**config.mk**
```make
export PLATFORM = sky130hd
export DESIGN_NAME = systolic_controller
export DESIGN_NICKNAME = d
export VERILOG_FILES = /design/src/rtl/systolic_controller.sv
export SDC_FILE = /design/constraint.sdc
export NUM_CORES = 1
export LEC_CHECK = 0
export ABC_AREA = 1
export ABC_CLOCK_PERIOD_IN_PS = 3000
export CORE_AREA = 2 2 602 604
export DETAILED_ROUTE_END_ITERATION = 8
export DIE_AREA = 0 0 604 606
export MAX_ROUTING_LAYER = met4
export PLACE_DENSITY = 0.3
export SLEW_MARGIN = 20
export SYNTH_ARGS = -nofsm -noshare
export SYNTH_HDL_FRONTEND = slang
export SYNTH_SLANG_ARGS = --single-unit
```
**constraint.sdc**
```tcl
create_clock -name clk -period 3 [get_ports clk]
set_input_delay 0.3 -clock clk [delete_from_list [all_inputs] [get_ports clk]]
set_output_delay 0.3 -clock clk [all_outputs]
set_load 0.05 [all_outputs]
```
**src/rtl/systolic_controller.sv**
```systemverilog
// Sequences one systolic-array job: clear the accumulators, stream operands, drain
// the pipeline, then serialize every PE result register to a UART byte stream.
module systolic_controller #(
  parameter int unsigned NUM_PE       = 64,
  parameter int unsigned PE_W         = 24,
  parameter int unsigned FEED_CYCLES  = 16,
  parameter int unsigned FLUSH_CYCLES = 15
) (
  input  logic                   clk,
  input  logic                   reset,
  input  logic                   start,
  input  logic [NUM_PE*PE_W-1:0] pe_register_vals,
  input  logic                   tx_ready,
  output logic                   sram_en,
  output logic                   array_clr,
  output logic [5:0]             cycles_count,
  output logic                   compute_done,
  output logic [7:0]             tx_data,
  output logic                   tx_valid,
  output logic                   busy,
  output logic                   done
);

  localparam int unsigned CNT_W        = 6;
  localparam int unsigned BYTES_PER_PE = PE_W / 8;
  localparam int unsigned VALS_W       = NUM_PE * PE_W;
  localparam int unsigned SEL_W        = $clog2(VALS_W);
  localparam int unsigned PE_IDX_W     = (NUM_PE > 1) ? $clog2(NUM_PE) : 1;
  localparam int unsigned BYTE_IDX_W   = (BYTES_PER_PE > 1) ? $clog2(BYTES_PER_PE) : 1;

  localparam logic [CNT_W-1:0]      FEED_LAST  = CNT_W'(FEED_CYCLES - 1);
  localparam logic [CNT_W-1:0]      FLUSH_LAST = CNT_W'(FEED_CYCLES + FLUSH_CYCLES - 1);
  localparam logic [PE_IDX_W-1:0]   PE_LAST    = PE_IDX_W'(NUM_PE - 1);
  localparam logic [BYTE_IDX_W-1:0] BYTE_LAST  = BYTE_IDX_W'(BYTES_PER_PE - 1);

  typedef enum logic [2:0] {
    IDLE,
    CLEAR,
    FEED,
    FLUSH,
    SEND,
    DONE
  } state_e;

  state_e                state_q, state_d;
  logic [CNT_W-1:0]      cycles_count_q, cycles_count_d;
  logic [PE_IDX_W-1:0]   pe_idx_q, pe_idx_d;
  logic [BYTE_IDX_W-1:0] byte_idx_q, byte_idx_d;
  logic                  compute_done_q, compute_done_d;
  logic                  sram_en_q, sram_en_d;
  logic                  array_clr_q, array_clr_d;
  logic                  tx_valid_q, tx_valid_d;
  logic                  busy_q, busy_d;
  logic                  done_q, done_d;
  logic [SEL_W-1:0]      tx_base;

  // Next-state, counters, and output flags derived from the state being entered
  always_comb begin
    state_d        = state_q;
    cycles_count_d = cycles_count_q;
    pe_idx_d       = pe_idx_q;
    byte_idx_d     = byte_idx_q;
    compute_done_d = compute_done_q;

    case (state_q)
      IDLE:  if (start) state_d = CLEAR;
      CLEAR: state_d = FEED;
      FEED: begin
        cycles_count_d = cycles_count_q + CNT_W'(1);
        if (cycles_count_q == FEED_LAST) state_d = FLUSH;
      end
      FLUSH: begin
        if (cycles_count_q == FLUSH_LAST) state_d = SEND;
        else cycles_count_d = cycles_count_q + CNT_W'(1);
      end
      SEND: begin
        if (tx_ready) begin
          if (byte_idx_q == BYTE_LAST) begin
            byte_idx_d = '0;
            if (pe_idx_q == PE_LAST) begin
              pe_idx_d = '0;
              state_d  = DONE;
            end else begin
              pe_idx_d = pe_idx_q + PE_IDX_W'(1);
            end
          end else begin
            byte_idx_d = byte_idx_q + BYTE_IDX_W'(1);
          end
        end
      end
      DONE:    state_d = IDLE;
      default: state_d = IDLE;
    endcase

    // Results stay flagged valid from the end of the drain until the next clear
    if (state_d == SEND) compute_done_d = 1'b1;
    if (state_d == CLEAR) begin
      cycles_count_d = '0;
      compute_done_d = 1'b0;
      pe_idx_d       = '0;
      byte_idx_d     = '0;
    end

    sram_en_d   = (state_d == FEED);
    array_clr_d = (state_d == CLEAR);
    tx_valid_d  = (state_d == SEND);
    busy_d      = (state_d != IDLE);
    done_d      = (state_d == DONE);
  end

  always_ff @(posedge clk or negedge reset) begin
    if (!reset) begin
      state_q        <= IDLE;
      cycles_count_q <= '0;
      pe_idx_q       <= '0;
      byte_idx_q     <= '0;
      compute_done_q <= 1'b0;
      sram_en_q      <= 1'b0;
      array_clr_q    <= 1'b0;
      tx_valid_q     <= 1'b0;
      busy_q         <= 1'b0;
      done_q         <= 1'b0;
    end else begin
      state_q        <= state_d;
      cycles_count_q <= cycles_count_d;
      pe_idx_q       <= pe_idx_d;
      byte_idx_q     <= byte_idx_d;
      compute_done_q <= compute_done_d;
      sram_en_q      <= sram_en_d;
      array_clr_q    <= array_clr_d;
      tx_valid_q     <= tx_valid_d;
      busy_q         <= busy_d;
      done_q         <= done_d;
    end
  end

  // Byte picked live from the held array results, LSB first within each PE
  always_comb begin
    tx_base = SEL_W'(pe_idx_q) * SEL_W'(PE_W) + SEL_W'(byte_idx_q) * SEL_W'(8);
    tx_data = tx_valid_q ? 8'(pe_register_vals >> tx_base) : 8'h00;
  end

  assign sram_en      = sram_en_q;
  assign array_clr    = array_clr_q;
  assign cycles_count = cycles_count_q;
  assign compute_done = compute_done_q;
  assign tx_valid     = tx_valid_q;
  assign busy         = busy_q;
  assign done         = done_q;

endmodule

```
==> results of run 1 <==
-- how the worst min path moves through the flow --
stage                      start              end  slack, ns  cells after the start
floorplan                  reset        array_clr      0.004                      0
global placement    compute_done     compute_done       0.50                      2
detailed placement  compute_done     compute_done       0.50                      2
CTS                        reset        array_clr       0.42                      2
global route               reset        array_clr       0.43                      2
finish                     reset  cycles_count[3]       0.41                      2
-- timing repair --
action                     4_1_cts  5_1_grt
setup buffers                    8        0
gates resized for setup        352       38
pin swaps                       52        6
hold buffers                     0        0
cloned                           9        0
setup endpoints to repair        8        8
-- per-layer routing --
| layer | wire length [um] | part of all wire | vias up | GRT usage |
|---|---|---|---|---|
| met5 | 0 | 0 | - | - |
| met4 | 5270 | 0.019 | 0 | 0.0216 |
| met3 | 16500 | 0.059 | 172 | 0.0236 |
| met2 | 138000 | 0.50 | 1460 | 0.257 |
| met1 | 118000 | 0.43 | 16200 | 0.182 |
| li1 | - | - | 15900 | - |
-- final cells by class --
cell class | count | area, um2
fill | 41900 | 314000
timing repair buffer | 2159 | 22900
multi-input combinational | 3243 | 16300
tap | 4794 | 6000
sequential | 23 | 576
inverter | 41 | 189
antenna | 44 | 110
clock buffer | 3 | 75.1
clock inverter | 1 | 7.51
-- per-stage QoR --
stage	hold WS (ns)	TNS [ns]
2_1_floorplan	0.00441	-0.000209
6_report	0.406	-11.09
3_5_place_dp	0.497	-14.35
5_1_grt	0.427	-12.12
4_1_cts	0.424	-11.80
3_3_place_gp	0.502	-15.09
-- worst max-delay path: stages (launching register included) --
cell	delay, ns
dfrtp_1	0.42
ha_4	0.29
inv_2	0.04
fa_4	0.90
inv_12	0.11
buf_16	0.17
buf_16	0.21
buf_6	0.14
nand3_2	0.09
nand3_4	0.10
buf_12	0.17
nand3_1	0.09
nand3_2	0.08
nand3_2	0.13
nand3_2	0.09
nand2_2	0.09
nand2_2	0.07
nor2_4	0.37
buf_12	0.20
-- kinds of logic after synthesis --
kind of cell,after synthesis
adders and majority gates,12
buffers and inverters,374
and+or+nand+nor,3203
DFF,23
AOI/OAI and AO/OA,18
xor gates and xnor gates,10
-- layout by cell type (no fill, tap or decap), drive strengths merged --
cell type         n
inv              41
o22ai             2
nor2             59
clkinvlp          1
clkbuf            3
nand2          1622
nor4              2
buf             603
ha               10
diode            44
and2              1
bufbuf            5
nor3              5
o32ai             2
nand3b            1
or3               1
a211oi            1
xor2              7
a21oi             5
clkdlybuf4s50  1551
nor3b             2
dfrtp            23
o21ai             7
nand3          1505
o41ai             1
nand4             5
fa                2
xnor2             3
-- registers in the layout, summed over array words and instances, names as in the netlist --
name          flops
state_q           3
busy              1
compute_done      1
done              1
pe_idx_q          6
sram_en           1
tx_valid          1
cycles_count      6
byte_idx_q        2
array_clr         1
==> metrics, run 1 <==
Slew HR=0.507; dpl cells=between 10000 and 15000; Reg2Reg Depth=12; Adder-Cell Fraction of Synth Area=0.00994; total clock sinks=23; Max Root-Sink Buffers=2; Post-Synth XOR/XNOR Area=0.00889; final period utilization=1.48; register bit total from synthesis=23; initial antenna violation count=roughly 120; yosys warns=0; pre-CTS WS=-2.14 ns; Final Net Count=around 7000; Final Setup Violations=8; largest family of logic cells by synthesized area=simple AND/OR/NAND/NOR gates; Post-route DRC=0; post-synth top area share=0.453; clk slew on worst S/H paths=approximately 0.07 ns; min Tclk post-route=roughly 4.4 ns; DR vias=roughly 34000; Critical Path Start=pe_idx_q[1]; CP Max Fanout=9; Synth async-reset ratio=1.00; area delta synth->final=178%; vias in the first global route=approximately 35000; core area=around 0.36 mm2; post-synthesis compound-gate area fraction=0.00640; status=complete, but fails checks; Final Hold Violating Endpoints=0; Clk Latency, worst-skew pair=0.27 ns; grt ovf=0; Die Ht=606 um; worst setup path class=flop to primary output; failing checks=setup timing; Setup Skew=approximately 0.0035 ns; Worst setup EP type=primary output; crit path DAT=roughly 4.1 ns; Post-synth top cells=nand2_1 (1617), nand3_1 (1503), buf_2 (156); residual antenna-violating net count after detailed routing=0; die area=0.366 mm2; Synth area leaders=nand3_1 (45%), nand2_1 (37%), buf_2 (4.7%), dfrtp_1 (3.5%), clkbuf_1 (3.0%); mean post-synth cell area=roughly 4.6 um2; Post-synth EDFFs=0; Worst Hold Class=input port to asynchronous set/reset pin; Yosys cell types=35; FMAX=roughly 230 MHz; post-route cell area=between 0.04 and 0.05 mm2; first-pass GRT wire length=348000 um; Site Rows=221; Final Core Density=0.128; Initial Utilization=0.0461; reg-to-reg startpoint=pe_idx_q[2]; HPWL Detailed=between 200000 and 250000 um; internal reg-to-reg setup slack=0.80 ns; Die X=between 600 and 700 um; Mapped Cells=~3600; count leader, synth=nand2_1; IO Pins=1560; proportion of synthesized area in mux cells=0; Placement Cell Area=between 0.04 and 0.05 mm2; CTS root buf=clkbuf_16; Max-Cap Viols=0; main flop type after synthesis=dfrtp_1; share of layout cells above drive strength 1=0.169; RSZ-0062 raised after global routing=yes; post-synthesis simple-gate area fraction=0.841; Non-Filler Instances=just over 10000; Slew Viols, Final=0; buffers added on ports=roughly 1600; Total GRT Usage=0.148; H-tree levels=1; Seq/Total Area, Yosys=0.0346; Setup crit end=tx_data[7]; 1st-iter DRT viols=2449; syn_nets=just over 5000; CTS buffer count=3; PnR worst setup slack=-1.43 ns; critical path required time=approximately 2.7 ns; Worst Tran Pin Value=roughly 0.73 ns; largest net degree at the start of global routing=50; WL/cell=~27 um; dominant cell type by area after synthesis=nand3_1; RR Endpoint=busy; DRT Wirelength=277000 um; drt pass-1 iters=6; startpoint types=flop; placer congestion estimate=~0.9; CTS tree=done; Mapped Area=0.0166 mm2; via density per instance=roughly 3.3
Power of run 1 is not shown: default switching activity piles up to over one toggle a cycle in this logic, so the estimate is an artifact.
==> run 2, diff against run 1 <==
--- a/config.mk
+++ b/config.mk
@@ -6,10 +6,10 @@
 export NUM_CORES = 1
 export LEC_CHECK = 0
 export ABC_AREA = 1
-export ABC_CLOCK_PERIOD_IN_PS = 3000
-export CORE_AREA = 2 2 602 604
+export ABC_CLOCK_PERIOD_IN_PS = 4600
+export CORE_AREA = 2 2 608 610
 export DETAILED_ROUTE_END_ITERATION = 8
-export DIE_AREA = 0 0 604 606
+export DIE_AREA = 0 0 610 612
 export MAX_ROUTING_LAYER = met4
 export PLACE_DENSITY = 0.3
 export SLEW_MARGIN = 20
==> constraint.sdc (replaced) <==
create_clock -name clk -period 4.6 [get_ports clk]
set_input_delay 0.46 -clock clk [delete_from_list [all_inputs] [get_ports clk]]
set_output_delay 0.46 -clock clk [all_outputs]
set_load 0.05 [all_outputs]
==> metrics, run 2 (same netlist as run 1, synthesis figures left out) <==
status=finished, final reports clean; worst setup path class=flop to primary output; crit path cell chain=ha_4 -> inv_2 -> fa_4 -> buf_12 -> buf_12 -> inv_16 -> bufbuf_16 -> nand3_1 -> nand3_4 -> buf_6 -> nand3_1 -> nand2_1 -> nor2_2 -> nor2_4 -> nor2_4 -> nor2_4 -> buf_6 -> nor2_4 -> buf_12; placer congestion estimate=0.969 (+4.8%); startpoint types=flop; Hold Path Origin=cycles_count[3]; crit path max-delay cell type=fa_4; Placement Cell Area=0.0405 mm2 (-7.2%); core area=0.367 mm2 (+1.9%); PnR worst setup slack=0.0867 ns (+1.51 ns); Final Hold Violating Endpoints=0 (unchanged); Worst Hold Class=flop to flop; WL/cell=27.8 um (+3.2%); Die X=610 um (+0.99%); Filler cells=42900 (+2.3%); Final Core Density=0.123 (-0.00458); Top cell by count, worst path=nor2_4; drt pass-1 iters=7 (+1); Final Net Count=6787 (-3.4%); final period utilization=0.981; Clk Latency, worst-skew pair=0.28 ns (about the same); first-pass GRT wire length=352000 um (+1.2%); Final Setup Violations=0 (-8); die area=0.373 mm2 (+2.0%); Hold EP=cycles_count[3]; IO Pins=1560 (unchanged); register area=577 um2 (+0.22%); 1st-iter DRT viols=2305 (-5.9%); clk slew on worst S/H paths=0.07 ns (about the same); Site Rows=223 (+0.90%); Max-Cap Viols=0 (unchanged); Post-route DRC=0 (unchanged); FMAX=between 200 and 250 MHz; HPWL Detailed=239000 um (-3.2%); Worst Tran Pin Value=0.833 ns (+0.102 ns); GR Util met2=0.255 (-0.00254); Setup Skew=0.00848 ns (+0.00496 ns); Total GRT Usage=0.146 (-0.00157); grt ovf=0 (unchanged); DR vias=33000 (-2.0%); crit path DAT=4.05 ns (-0.08 ns); gr busiest metal=met2; grt met1 use=0.186 (+0.00392); vias in the first global route=33700 (-3.3%); most common cell after layout, fill and taps aside=nand2_1; CTS buffer count=3 (unchanged); Slew HR=0.443 (-0.0637); pre-CTS WS=-0.624 ns (+1.52 ns); critical path required time=4.14 ns (+1.44 ns); total clock sinks=23 (unchanged); area delta synth->final=173%; CP Max Fanout=12 (+3); global routing usage on met3=0.0214 (-0.00216); CTS tree=done; internal reg-to-reg setup slack=2.44 ns (+1.64 ns); Die Ht=612 um (+0.99%); CP peak stage delay=0.76 ns (-0.14 ns); largest net degree at the start of global routing=86 (+72%); initial antenna violation count=95 (-19%); RR Endpoint=compute_done; Max Root-Sink Buffers=2 (unchanged); post-route cell area=0.0453 mm2 (-1.7%); buffers added on ports=1559 (unchanged); CTS root buf=clkbuf_16; reg-to-reg startpoint=state_q[1]; via density per instance=3.27 (about the same); most frequent cells in the layout=nand2_1 (1594), clkdlybuf4s50_1 (1551), nand3_1 (1147); RSZ-0062 raised after global routing=yes; Initial Utilization=0.0453 (-0.000865); DRT Wirelength=281000 um (+1.2%); Worst setup EP type=primary output; multi-input logic area=0.0174 mm2 (+6.7%); min Tclk post-route=roughly 4.5 ns; Worst Hold Depth=2; H-tree levels=1 (unchanged); Reg2Reg Depth=11 (-1); share of layout cells above drive strength 1=0.156 (-0.0136); residual antenna-violating net count after detailed routing=0 (unchanged); Slew Viols, Final=0 (unchanged)
==> run 2: cell count changes in the layout (fill, tap and decap cells not counted), moves of 7 or more <==
cell / change
nand2_2: +7
nand3_4: +65
diode_2: -14
buf_6: +32
nor2_1: +7
buf_16: +20
buf_12: -79
buf_8: +13
buf_4: -232
nand3_1: -127
nand3_2: +62
==> run 2: per-stage QoR <==
step	hold slack (ns)	std cells	TNS [ns]
after floorplan	0.164	3640	0
after detailed placement	0.572	10000	-2.75
after global routing	0.616	10100	-0.186
after global placement	0.560	10000	-3.36
after CTS	0.593	10100	-0.239
final	0.584	10100	0
==> run 2: what timing repair did <==
action / in CTS / in global routing
gates cloned: 31 / 4
pin swaps: 84 / 31
gates resized for setup: 609 / 85
hold buffers: 0 / 0
buffers inserted: 33 / 4
endpoints found under the setup margin: 8 / 8
==> run 2: worst max-delay path: cells and delay by family (launching register included) <==
kind,cells,cell delay [ns]
flops,1,0.44
buf+inv,8,1.16
simple gates,9,1.08
fa+ha+maj,2,1.04
==> run 2: worst max-delay path by stage <==
stage / startpoint / end / slack, ns / depth (start not counted)
2_1_floorplan: pe_idx_q[0] / tx_data[2] / 1.04 / 16
6_report: pe_idx_q[0] / tx_data[2] / 0.09 / 19
5_1_grt: pe_idx_q[0] / tx_data[4] / -0.06 / 21
3_3_place_gp: pe_idx_q[0] / tx_data[1] / -0.78 / 17
3_5_place_dp: pe_idx_q[0] / tx_data[1] / -0.62 / 17
4_1_cts: pe_idx_q[0] / tx_data[1] / -0.05 / 21
==> run 2: layout make-up <==
cell class,count,share of cell area
Inverter,41,0.00456
Tap cell,4837,0.134
Clock buffer,3,0.00166
Clock inverter,1,0.000166
Multi-Input combinational cell,3243,0.384
Sequential cell,23,0.0127
Timing Repair Buffer,1922,0.461
Antenna cell,30,0.00166
Timing Repair inverter,1,0.000442
==> run 2: metal layers <==
metal | vias to the layer above | part of all wire
li1 | 15400 | -
met1 | 16100 | 0.44
met2 | 1355 | 0.50
met3 | 152 | 0.051
met4 | 0 | 0.0093
met5 | - | 0
Power of run 2 is left out for the same reason.
==> run 3, diff against run 2 <==
--- a/config.mk
+++ b/config.mk
@@ -7,9 +7,9 @@
 export LEC_CHECK = 0
 export ABC_AREA = 1
 export ABC_CLOCK_PERIOD_IN_PS = 4600
-export CORE_AREA = 2 2 608 610
+export CORE_AREA = 8 8 596 598
 export DETAILED_ROUTE_END_ITERATION = 8
-export DIE_AREA = 0 0 610 612
+export DIE_AREA = 0 0 604 606
 export MAX_ROUTING_LAYER = met4
 export PLACE_DENSITY = 0.3
 export SLEW_MARGIN = 20
==> metrics, run 3 (same netlist as run 1, synthesis figures left out) <==
clk slew on worst S/H paths=0.07 ns (about the same); min Tclk post-route=4.64 ns (+0.125 ns); status=complete, but fails checks; placer congestion estimate=0.904 (-6.7%); most frequent cells in the layout=nand2_1 (1606), clkdlybuf4s50_1 (1551), nand3_1 (1345); failing checks=setup timing; Setup Skew=0.00388 ns (-0.00461 ns); Max-Cap Viols=0 (unchanged); residual antenna-violating net count after detailed routing=0 (unchanged); FMAX=216 MHz (-2.7%); PnR worst setup slack=-0.0388 ns (-0.125 ns); CTS tree=done; crit path max-delay cell type=fa_4; Die Ht=606 um (-0.98%); Worst setup EP type=primary output; grt ovf=0 (unchanged); Die X=604 um (-0.98%); largest net degree at the start of global routing=102 (+19%); core area=0.345 mm2 (-6.0%); GR Util met2=0.253 (-0.00207); multi-input logic area=0.0156 mm2 (-10%); area delta synth->final=159%; HPWL Detailed=243000 um (+1.7%); Worst Hold Class=flop to flop; Placement Cell Area=0.0406 mm2 (+0.13%); H-tree levels=1 (unchanged); hold_buf cts=0 (unchanged); first-pass GRT wire length=356000 um (+1.0%); Final Net Count=6807 (+0.29%); pre-CTS WS=-0.826 ns (-0.201 ns); drt pass-1 iters=5 (-2); Worst Tran Pin Value=0.817 ns (-0.0156 ns); register area=576 um2 (-0.22%); Initial Utilization=0.0481 (+0.00289); CP Max Fanout=36 (+24); total clock sinks=23 (unchanged); DR vias=33300 (+0.99%); grt met1 use=0.177 (-0.00922); Filler cells=40300 (-6.1%); Post-route DRC=0 (unchanged); Clk Latency, worst-skew pair=0.27 ns (about the same); Total GRT Usage=0.151 (+0.00415); CTS root buf=clkbuf_16; Slew Viols, Final=0 (unchanged); CTS buffer count=3 (unchanged); Site Rows=216 (-3.1%); critical path required time=4.14 ns (about the same); startpoint types=flop; die area=0.366 mm2 (-2.0%); crit path cell chain=buf_6 -> ha_4 -> inv_2 -> fa_4 -> buf_12 -> buf_4 -> buf_12 -> nand3_1 -> nand3_1 -> buf_4 -> nand3_1 -> nand3_1 -> nand3_2 -> nand2_2 -> nor2_1 -> buf_4 -> nor2_4 -> nor2_2 -> buf_4 -> buf_12; share of layout cells above drive strength 1=0.118 (-0.0383); gr busiest metal=met2; IO Pins=1560 (unchanged); dpl cells=9788 (-2.2%); CP peak stage delay=0.81 ns (+0.05 ns); final period utilization=1.01 (+0.0273); buffers added on ports=1559 (unchanged); post-route cell area=0.0430 mm2 (-5.0%); Slew HR=0.448 (+0.00503); Final Setup Violations=4 (+4); initial antenna violation count=154 (+62%); via density per instance=3.36 (+2.9%); RSZ-0062 raised after global routing=yes; global routing usage on met3=0.0415 (+0.0201); Final Hold Violating Endpoints=0 (unchanged); WL/cell=28.9 um (+4.0%); crit path DAT=4.18 ns (+0.13 ns); worst setup path class=flop to primary output; DRT Wirelength=287000 um (+2.1%); vias in the first global route=34300 (+1.7%); Non-Filler Instances=9913 (-1.9%); 1st-iter DRT viols=2760 (+20%); most common cell after layout, fill and taps aside=nand2_1; Max Root-Sink Buffers=2 (unchanged)
## run 3: cell count changes in the layout (fill, tap and decap cells not counted), moves of 13 or more
cell / previous run / this run
nand3_1: 1147 / 1345
nand3_2: 243 / 135
nand3_4: 115 / 25
buf_4: 153 / 221
buf_16: 32 / 19
diode_2: 30 / 81
buf_6: 52 / 21
## run 3: path summary, 6_finish.rpt
check / cells past startpoint / to / from / slack (ns)
max: 20 / tx_data[6] / pe_idx_q[0] / -0.04
max reg2reg: 12 / compute_done / state_q[1] / 2.39
max in group asynchronous: 2 / byte_idx_q[1] / reset / 3.75
min: 2 / compute_done / compute_done / 0.51
min reg2reg: 2 / compute_done / compute_done / 0.51
min in group asynchronous: 2 / cycles_count[2] / reset / 0.58
## run 3: worst max-delay path: cells and delay by family, from the launching register on
family,cells,cell delay [ns]
adder cells (fa/ha/maj),2,0.94
AND/OR/NAND/NOR,9,1.10
flip-flops,1,0.43
buffers and inverters,9,1.33
## run 3: per-stage QoR
stage	TNS (ns)	util	hold WS [ns]
final	-0.0839	0.125	0.515
after global routing	-1.29	0.125	0.579
after CTS	-0.827	0.123	0.523
after detailed placement	-3.60	0.118	0.502
after global placement	-4.19	0.118	0.477
after floorplan	0	-	0.164
## run 3: layout make-up
class | count | share of cell area
diodes | 81 | 0.00471
clock buffers | 3 | 0.00174
clock inverters | 1 | 0.000174
inverters | 41 | 0.00448
multi-input cells | 3243 | 0.363
flip-flops and latches | 23 | 0.0134
well taps | 4578 | 0.133
repair buffers | 1941 | 0.479
repair inverters | 2 | 0.000523
## run 3: metal layers
layer / up-vias / part of all wire
met3: 223 / 0.072
met4: 0 / 0.025
met5: - / 0
met2: 1497 / 0.49
li1: 15500 / -
met1: 16100 / 0.42
## run 3: repair_timing
action                                  CTS  global route
resized for setup                       255            50
cloned                                   16             2
endpoints found under the setup margin    8             8
setup buffers                            19             5
pin swaps                                20            11
Power of run 3 is left out for the same reason.
